<file path="config.mk">
export PLATFORM = sky130hd
export DESIGN_NAME = spi_shift_engine
export DESIGN_NICKNAME = d
export VERILOG_FILES = /design/src/rtl/spi_pkg.sv /design/src/rtl/spi_shift_engine.sv
export SDC_FILE = /design/constraint.sdc
export NUM_CORES = 1
export LEC_CHECK = 0
export CORE_MARGIN = 2
export CORE_UTILIZATION = 49
export CTS_BUF_LIST = sky130_fd_sc_hd__clkbuf_2 sky130_fd_sc_hd__clkbuf_4 sky130_fd_sc_hd__clkbuf_8
export DETAILED_ROUTE_END_ITERATION = 12
export MAX_ROUTING_LAYER = met4
export PLACE_DENSITY = 0.74
export SLEW_MARGIN = 20
export SYNTH_ARGS = -nofsm -noshare
export SYNTH_HDL_FRONTEND = slang
export SYNTH_SLANG_ARGS = --single-unit
</file>
<file path="constraint.sdc">
create_clock -name clk -period 3.1 [get_ports clk]
set_input_delay 0.62 -clock clk [delete_from_list [all_inputs] [get_ports clk]]
set_output_delay 0.62 -clock clk [all_outputs]
set_load 0.005 [all_outputs]
</file>
<file path="src/rtl/spi_pkg.sv">
`default_nettype none
// ============================================================================
// Module   : spi_pkg
// Purpose  : Shared SPI types and defaults: transfer state enum, default width.
// Revision : 1.0 - initial release
// ============================================================================
package spi_pkg;

    localparam int SPI_DEFAULT_DATA_W = 8;

    typedef enum logic [2:0] {
        IDLE   = 3'd0,
        LEAD   = 3'd1,
        XFER   = 3'd2,
        TRAIL  = 3'd3,
        FINISH = 3'd4
    } spi_state_t;

endpackage
`default_nettype wire

</file>
<file path="src/rtl/spi_shift_engine.sv">
`default_nettype none
// ============================================================================
// Module   : spi_shift_engine
// Purpose  : SPI master shift engine (modes 0-3), paced by an external
//            half-period strobe. Optional macro SPI_LSB_FIRST_EN adds lsbFirst.
// Revision : 1.0 - initial release
// ============================================================================
module spi_shift_engine
    import spi_pkg::*;
#(
    parameter int DATA_W = SPI_DEFAULT_DATA_W
) (
    input  logic              clk,
    input  logic              rst_n,
    input  logic              start,
    input  logic [DATA_W-1:0] txData,
    input  logic              cpol,
    input  logic              cpha,
`ifdef SPI_LSB_FIRST_EN
    input  logic              lsbFirst,
`endif
    input  logic              SCLKTick,
    output logic              prescaleEn,
    input  logic              MISO,
    output logic              SCLK,
    output logic              MOSI,
    output logic              CS_n,
    output logic              busy,
    output logic              done,
    output logic [DATA_W-1:0] rxData
);

    localparam int                   c_CNT_W     = $clog2(2 * DATA_W) + 1;
    localparam logic [c_CNT_W-1:0]   c_LAST_EDGE = c_CNT_W'(2 * DATA_W);

    spi_state_t          r_state;
    spi_state_t          w_next_state;
    logic                r_sclk;
    logic                r_mosi;
    logic                r_cpol;
    logic                r_cpha;
    logic [c_CNT_W-1:0]  r_edge_cnt;
    logic [c_CNT_W-1:0]  w_edge_next;
    logic [DATA_W-1:0]   r_tx_shift;
    logic [DATA_W-1:0]   r_rx_shift;
    logic [DATA_W-1:0]   r_rx_data;
    logic                w_last;
    logic                w_sample;
    logic                w_lsb_first;
    logic                w_start_lsb;

`ifdef SPI_LSB_FIRST_EN
    logic r_lsb_first;

    always_ff @(posedge clk) begin
        if (!rst_n) begin
            r_lsb_first <= 1'b0;
        end else if (r_state == IDLE && start) begin
            r_lsb_first <= lsbFirst;
        end
    end

    assign w_lsb_first = r_lsb_first;
    assign w_start_lsb = lsbFirst;
`else
    assign w_lsb_first = 1'b0;
    assign w_start_lsb = 1'b0;
`endif

    function automatic logic head_bit(input logic [DATA_W-1:0] w, input logic lsb);
        return lsb ? w[0] : w[DATA_W-1];
    endfunction

    function automatic logic [DATA_W-1:0] advance(input logic [DATA_W-1:0] w, input logic lsb);
        return lsb ? (w >> 1) : (w << 1);
    endfunction

    assign w_edge_next = r_edge_cnt + c_CNT_W'(1);
    assign w_last      = (w_edge_next == c_LAST_EDGE);
    // Odd edges sample in phase 0, even edges sample in phase 1.
    assign w_sample    = w_edge_next[0] ^ r_cpha;

    always_ff @(posedge clk) begin
        if (!rst_n) begin
            r_state <= IDLE;
        end else begin
            r_state <= w_next_state;
        end
    end

    // CS_n drops already in the accepting IDLE cycle, so back-to-back frames
    // are separated only by the single FINISH cycle.
    always_comb begin
        w_next_state = r_state;
        busy         = 1'b0;
        CS_n         = 1'b1;
        prescaleEn   = 1'b0;
        done         = 1'b0;
        case (r_state)
            IDLE: begin
                if (start) begin
                    w_next_state = LEAD;
                    CS_n         = 1'b0;
                end
            end
            LEAD: begin
                busy       = 1'b1;
                CS_n       = 1'b0;
                prescaleEn = 1'b1;
                if (SCLKTick) begin
                    w_next_state = XFER;
                end
            end
            XFER: begin
                busy       = 1'b1;
                CS_n       = 1'b0;
                prescaleEn = 1'b1;
                if (SCLKTick && w_last) begin
                    w_next_state = TRAIL;
                end
            end
            TRAIL: begin
                busy       = 1'b1;
                CS_n       = 1'b0;
                prescaleEn = 1'b1;
                if (SCLKTick) begin
                    w_next_state = FINISH;
                end
            end
            FINISH: begin
                done         = 1'b1;
                w_next_state = IDLE;
            end
            default: begin
                w_next_state = IDLE;
            end
        endcase
    end

    always_ff @(posedge clk) begin
        if (!rst_n) begin
            r_sclk     <= 1'b0;
            r_mosi     <= 1'b0;
            r_cpol     <= 1'b0;
            r_cpha     <= 1'b0;
            r_edge_cnt <= '0;
            r_tx_shift <= '0;
            r_rx_shift <= '0;
            r_rx_data  <= '0;
        end else begin
            case (r_state)
                IDLE: begin
                    if (start) begin
                        r_cpol     <= cpol;
                        r_cpha     <= cpha;
                        r_sclk     <= cpol;
                        r_edge_cnt <= '0;
                        r_rx_shift <= '0;
                        // Phase 0 needs the first bit on the wire before the first edge.
                        if (!cpha) begin
                            r_mosi     <= head_bit(txData, w_start_lsb);
                            r_tx_shift <= advance(txData, w_start_lsb);
                        end else begin
                            r_tx_shift <= txData;
                        end
                    end
                end
                XFER: begin
                    if (SCLKTick) begin
                        r_edge_cnt <= w_edge_next;
                        r_sclk     <= w_last ? r_cpol : ~r_sclk;
                        if (w_sample) begin
                            r_rx_shift <= w_lsb_first ? {MISO, r_rx_shift[DATA_W-1:1]}
                                                      : {r_rx_shift[DATA_W-2:0], MISO};
                        end else if (!w_last) begin
                            r_mosi     <= head_bit(r_tx_shift, w_lsb_first);
                            r_tx_shift <= advance(r_tx_shift, w_lsb_first);
                        end
                    end
                end
                TRAIL: begin
                    if (SCLKTick) begin
                        r_rx_data <= r_rx_shift;
                    end
                end
                default: begin
                end
            endcase
        end
    end

    assign SCLK   = r_sclk;
    assign MOSI   = r_mosi;
    assign rxData = r_rx_data;

endmodule
`default_nettype wire
</file>
Yosys cells after proc, flatten, opt, wreduce, memory -nomap -nowiden
Index checks and enable logic that the tools add are counted.
{ "classes": {"n_bitwise": 2, "muxes": 32, "n_eq_ne": 14, "add_sub_neg": 1, "n_reduce_logical": 11} }
{ "op_table": {"columns": ["operator", "count"], "rows": [
  ["two-way mux 8 bit", 8],
  ["one-hot mux 8 bit (2 select lines)", 2],
  ["!= test 2 bit, second input constant", 9],
  ["two-way mux 3 bit", 4],
  ["one-hot mux 3 bit (4 select lines)", 1],
  ["two-way mux 1 bit", 11],
  ["two-way mux 5 bit", 2],
  ["one-hot mux 5 bit (2 select lines)", 1],
  ["AND reduction 4 bit", 2],
  ["== test 3 x 2 -> 1 bit, second input constant", 2],
  ["one-hot mux 1 bit (2 select lines)", 3],
  ["AND reduction 6 bit", 1],
  ["adder 5 x 1 -> 5 bit, second input constant", 1],
  ["== test 5 bit, second input constant", 1],
  ["AND reduction 5 bit", 1],
  ["AND reduction 2 bit", 2],
  ["== test 3 x 1 -> 1 bit, second input constant", 1],
  ["== test 3 bit, second input constant", 1],
  ["zero test 3 bit", 1],
  ["AND reduction 3 bit", 1],
  ["OR reduction 3 bit", 1],
  ["nonzero test 2 bit", 1],
  ["logical AND 1 bit", 1],
  ["inverter 1 bit", 1],
  ["XOR 1 bit", 1]
]} }
{ "totals": {"ff_bits": 36, "output_inout_bits": 14, "word_cells": 69, "in_bits": 15} }

Logic depth before layout (Yosys ltp)
{ "logic_depth": {"ltp_word": 6, "mapped_depth": 7, "mapped_depth_nobuf": 6} }

Worst setup path after synthesis
No wires, ideal clock.
{ "synth_timing": {"path_kind": "register -> register", "from": "register r_edge_cnt[0]", "to": "register r_mosi, in the netlist MOSI", "path_stages_with_launch": 7, "setup_ns": 0.066, "period_less_slack_ns": 1.617, "arrival_time_ns": 1.551, "t_required_ns": 3.034, "path_buffers": 0, "slack_ns": 1.483, "cell_sequence": "dfxtp_1 ha_1 nand3_1 xnor2_1 and4_4 a211o_1 a21oi_2"} }
{ "synth_between": {"elab_chain_len": 4, "word_cells_on_any_way": 6, "cone_classes": "add/sub: 1; eq/ne: 3; bitwise: 1; reduce/logical: 1"} }
{ "synth_rtl": {"columns": ["item", "line", "rtl"], "rows": [
  ["from (decl)", "spi_shift_engine.sv:42", "logic [c_CNT_W-1:0] r_edge_cnt;"],
  ["from (signal assigned)", "spi_shift_engine.sv:170", "r_edge_cnt <= w_edge_next;"],
  ["adder 5 x 1 -> 5 bit (*)", "spi_shift_engine.sv:78", "assign w_edge_next = r_edge_cnt + c_CNT_W'(1);"],
  ["== test 5 bit / XOR 1 bit (equally long branches)", "spi_shift_engine.sv:79, spi_shift_engine.sv:81", null],
  ["!= test 2 bit (no line)", null, null],
  ["AND reduction 6 bit (no line) (*)", null, null],
  ["to (signal assigned)", "spi_shift_engine.sv:161", "r_mosi <= head_bit(txData, w_start_lsb);"],
  ["to (signal assigned)", "spi_shift_engine.sv:176", "r_mosi <= head_bit(r_tx_shift, w_lsb_first);"],
  ["to (decl)", "spi_shift_engine.sv:39", "logic r_mosi;"]
]} }
Every way passes the cells marked *; elsewhere a longest branch is shown, timed or not.
A chain may end at the register's enable or synchronous reset.

Final worst setup path
{ "layout_timing": {"from": "input port start", "to": "output port CS_n"} }
{ "layout_between": {"elab_chain_len": 2} }
{ "layout_rtl": {"columns": ["item", "line", "rtl"], "rows": [
  ["from (decl)", "spi_shift_engine.sv:15", "input logic start,"],
  ["two-way mux 1 bit", "spi_shift_engine.sv:101", "if (start) begin"],
  ["one-hot mux 1 bit (2 select lines)", "spi_shift_engine.sv:99", "case (r_state)"],
  ["to (decl)", "spi_shift_engine.sv:27", "output logic CS_n,"]
]} }
No other way between the ends.

==> results.md <==
* Min-Delay Path Class: register to register
* DR pass1 iterations at 4
* Clock power share at 0.402
* Via count at 1507
* Ranking of synthesized cells by area: dfxtp_1, mux2i_1, nand2_1, a21oi_1, nand3_1
* CP Launch Point: start
* P_int at 0.843 mW
* Req. time, crit path at 2480 ps
* Cell count after synthesis at 209
* Critical Path Fanout Max at 2
* Setup Fix Bufs, Post-CTS at 0
* Worst setup SP type: primary input
* Avg WL per Cell at between 10 and 15 µm
* CTS Buffer Depth at 2
* Site Rows at 22
* Outcome: finished, final reports clean
* Initial DRC Count at about 60
* Pin count of the biggest net entering global routing at 29
* Hold Crit Depth at 2
* Comb pwr share at 0.146
* Register area share after synthesis at 0.401
* CTS H-Tree Depth at 2
* Worst VDD drop at ~0.30 mV
* N_diodes at 0
* Post-cts sizing count at 0
* Switching pwr at 0.255 mW
* Cell Area, Synth at approximately 1800 µm²
* Reg2reg start: r_edge_cnt[0]
* Die width at 64.6 µm
* NumNets Final at 250
* Worst-path clk slew at 70 ps
* Worst-margin pin slew at about 570 ps
* Cell mode on critical path: clkdlybuf4s50_1
* Final wirelength at 3570 µm
* Syn avg cell area at 8.61 µm²
* Ys flop type: dfxtp_1
* Initial antenna violation count at 0
* Sw Ratio at 0.232
* Crit-path leading delay family: buffers and inverters
* Gr usage total at 0.191
* CP bufs+invs at 2
* Core area at roughly 3600 µm²
* Setup slack after layout at 559 ps
* Distinct cells, synth at 44
* Worst path slowest cell: clkdlybuf4s50_1
* Crit. End Element: output port
* Clk_skew at 2.50 ps
* Vert. Die Dim at ~65 µm
* Clock sink total at 36
* RSZ-0062 raised after global routing: no
* CTS tree: yes
* Post-synth EDFFs at 0
* Share of the core filled with cells at 0.608
* Vias in the first global route at between 1000 and 1500
* Via/cell ratio at 5.34
* Fmax at 394 MHz
* Synth top area share at 0.401
* Post-CTS Hold Fix Bufs at 0
* Max Slew Vio Count at 0
* Hold Vio Cnt, Final at 0
* Area growth syn-to-layout at 21.9%
* Cell with the most instances after synthesis: nand2_1
* Overflow after GRT at 0
* Pre-CTS setup slack at 558 ps
* Max-cap violations at 0
* Synth area leader: dfxtp_1
* Setup TNS at 0 ps
* Worst reg2reg path depth at 6
* Detailed placement HPWL at roughly 2400 µm
* CTS root buffer: clkbuf_8
* Sequential share of power at 0.452
* Cts bufs inserted at 5
* Final worst path period need at 2540 ps
* Yosys reg bits at 36
* Share of cells above drive strength 1 at 0.0983
* Pleak at 0.788 nW
* # IOs at 29
* Post-Syn Nets at 226
* Placed Area at 2070 µm²
* Die area at 4170 µm²
* Synth warn at 0
* Port Buffers at 28
* WP depth at 4
* Post-synth ARST share at 0
* GP Congestion at 0.727
* Worst EP arrival at 1920 ps
* Max incr delay on CP at 530 ps
* Period utilization at 0.820
* Hold Crit Start: r_rx_shift[7]
* DRC at 0
* Total Power at between 1 and 1.5 mW
* Crit Path Class: primary input to output port
* Final Cell Area at 2190 µm²
* Post-route ant nets at 0
* Power Density at between 500 and 600 nW/µm²
* Final setup violating endpoints at 0
* First-pass GRT wire length at about 6000 µm
* Worst rel slew slack at 0.614
* Clk Latency, worst-skew pair at 280 ps
* Cell Chain, Critical Path: clkdlybuf4s50_1, nor3_1, or2_2, clkdlybuf4s50_1
* Initial Util at 0.499
* Commonest cells post-synth: nand2_1, dfxtp_1, a21oi_1
## routing by layer
metal  GRT usage  vias up  part of all wire
li1            -      779                 -
met1       0.223      701              0.48
met2       0.322       21              0.47
met3      0.0573        6             0.031
met4      0.0479        0             0.012
met5           -        -                 0
## per-stage QoR
stage	hold WS, ps	cells
global placement	443	274
floorplan	432	209
detailed placement	447	274
finish	459	282
global route	482	282
CTS	459	282
## cell usage in the layout (no fill, tap or decap), types with 2 or more instances in the layout
master and n:
o211ai_1 8, o21ai_0 4, nand3b_1 2, nand2_1 42, and2_1 2, nand3_1 14
mux2i_1 17, clkdlybuf4s50_1 28, nor3_1 4, a211o_1 2, buf_4 2, nor2_1 7
xnor2_1 2, ha_1 2, dfxtp_1 36, a21oi_1 20, nand2b_1 8, or3_1 3
clkbuf_8 7
## registers in the layout (all words and copies together) (netlist names)
signal      cells
r_rx_shift      8
r_state         3
r_cpha          1
r_cpol          1
rxData          8
r_tx_shift      8
MOSI            1
r_edge_cnt      5
SCLK            1
## layout make-up
type	count	area, µm²
timing repair buffer	30	295
fill	322	1410
sequential	36	721
tap	48	60.1
clock inverter	1	30.0
clock buffer	7	96.3
multi-input combinational	158	983
inverter	2	7.51
## power groups by stage
| stage | registers (mW) | logic [mW] | clock network, mW |
|---|---|---|---|
| after global placement | 0.506 | 0.159 | 0 |
| final | 0.496 | 0.160 | 0.442 |
| after CTS | 0.496 | 0.161 | 0.455 |
| after floorplan | 0.500 | 0.121 | 0 |
| after detailed placement | 0.507 | 0.161 | 0 |
| after global routing | 0.498 | 0.178 | 0.477 |
## path summary, 6_finish.rpt
kind	end	slack, ps
max reg2reg	r_tx_shift[1]	1300
max	CS_n	560
min	rxData[7]	460
min reg2reg	rxData[7]	460
## kinds of logic (layout without fill, tap and decap cells)
| family | Yosys count | count (layout) | share of synthesized area |
|---|---|---|---|
| and+or+nand+nor | 94 | 94 | 0.274 |
| xor gates and xnor gates | 3 | 3 | 0.0146 |
| muxes | 17 | 17 | 0.0946 |
| AOI/OAI and AO/OA | 42 | 42 | 0.150 |
| buffers and inverters | 15 | 40 | 0.0528 |
| adders and majority gates | 2 | 2 | 0.0139 |
| DFF | 36 | 36 | 0.401 |
## worst register-to-register path, cell delays in order (launching register included)
cell	delay [ps]
dfxtp_1	480
ha_1	290
nand3_1	160
xnor2_1	170
and4_4	220
nor2_8	200
mux2i_1	210
Note: power is estimated with default switching activity, not from simulation.
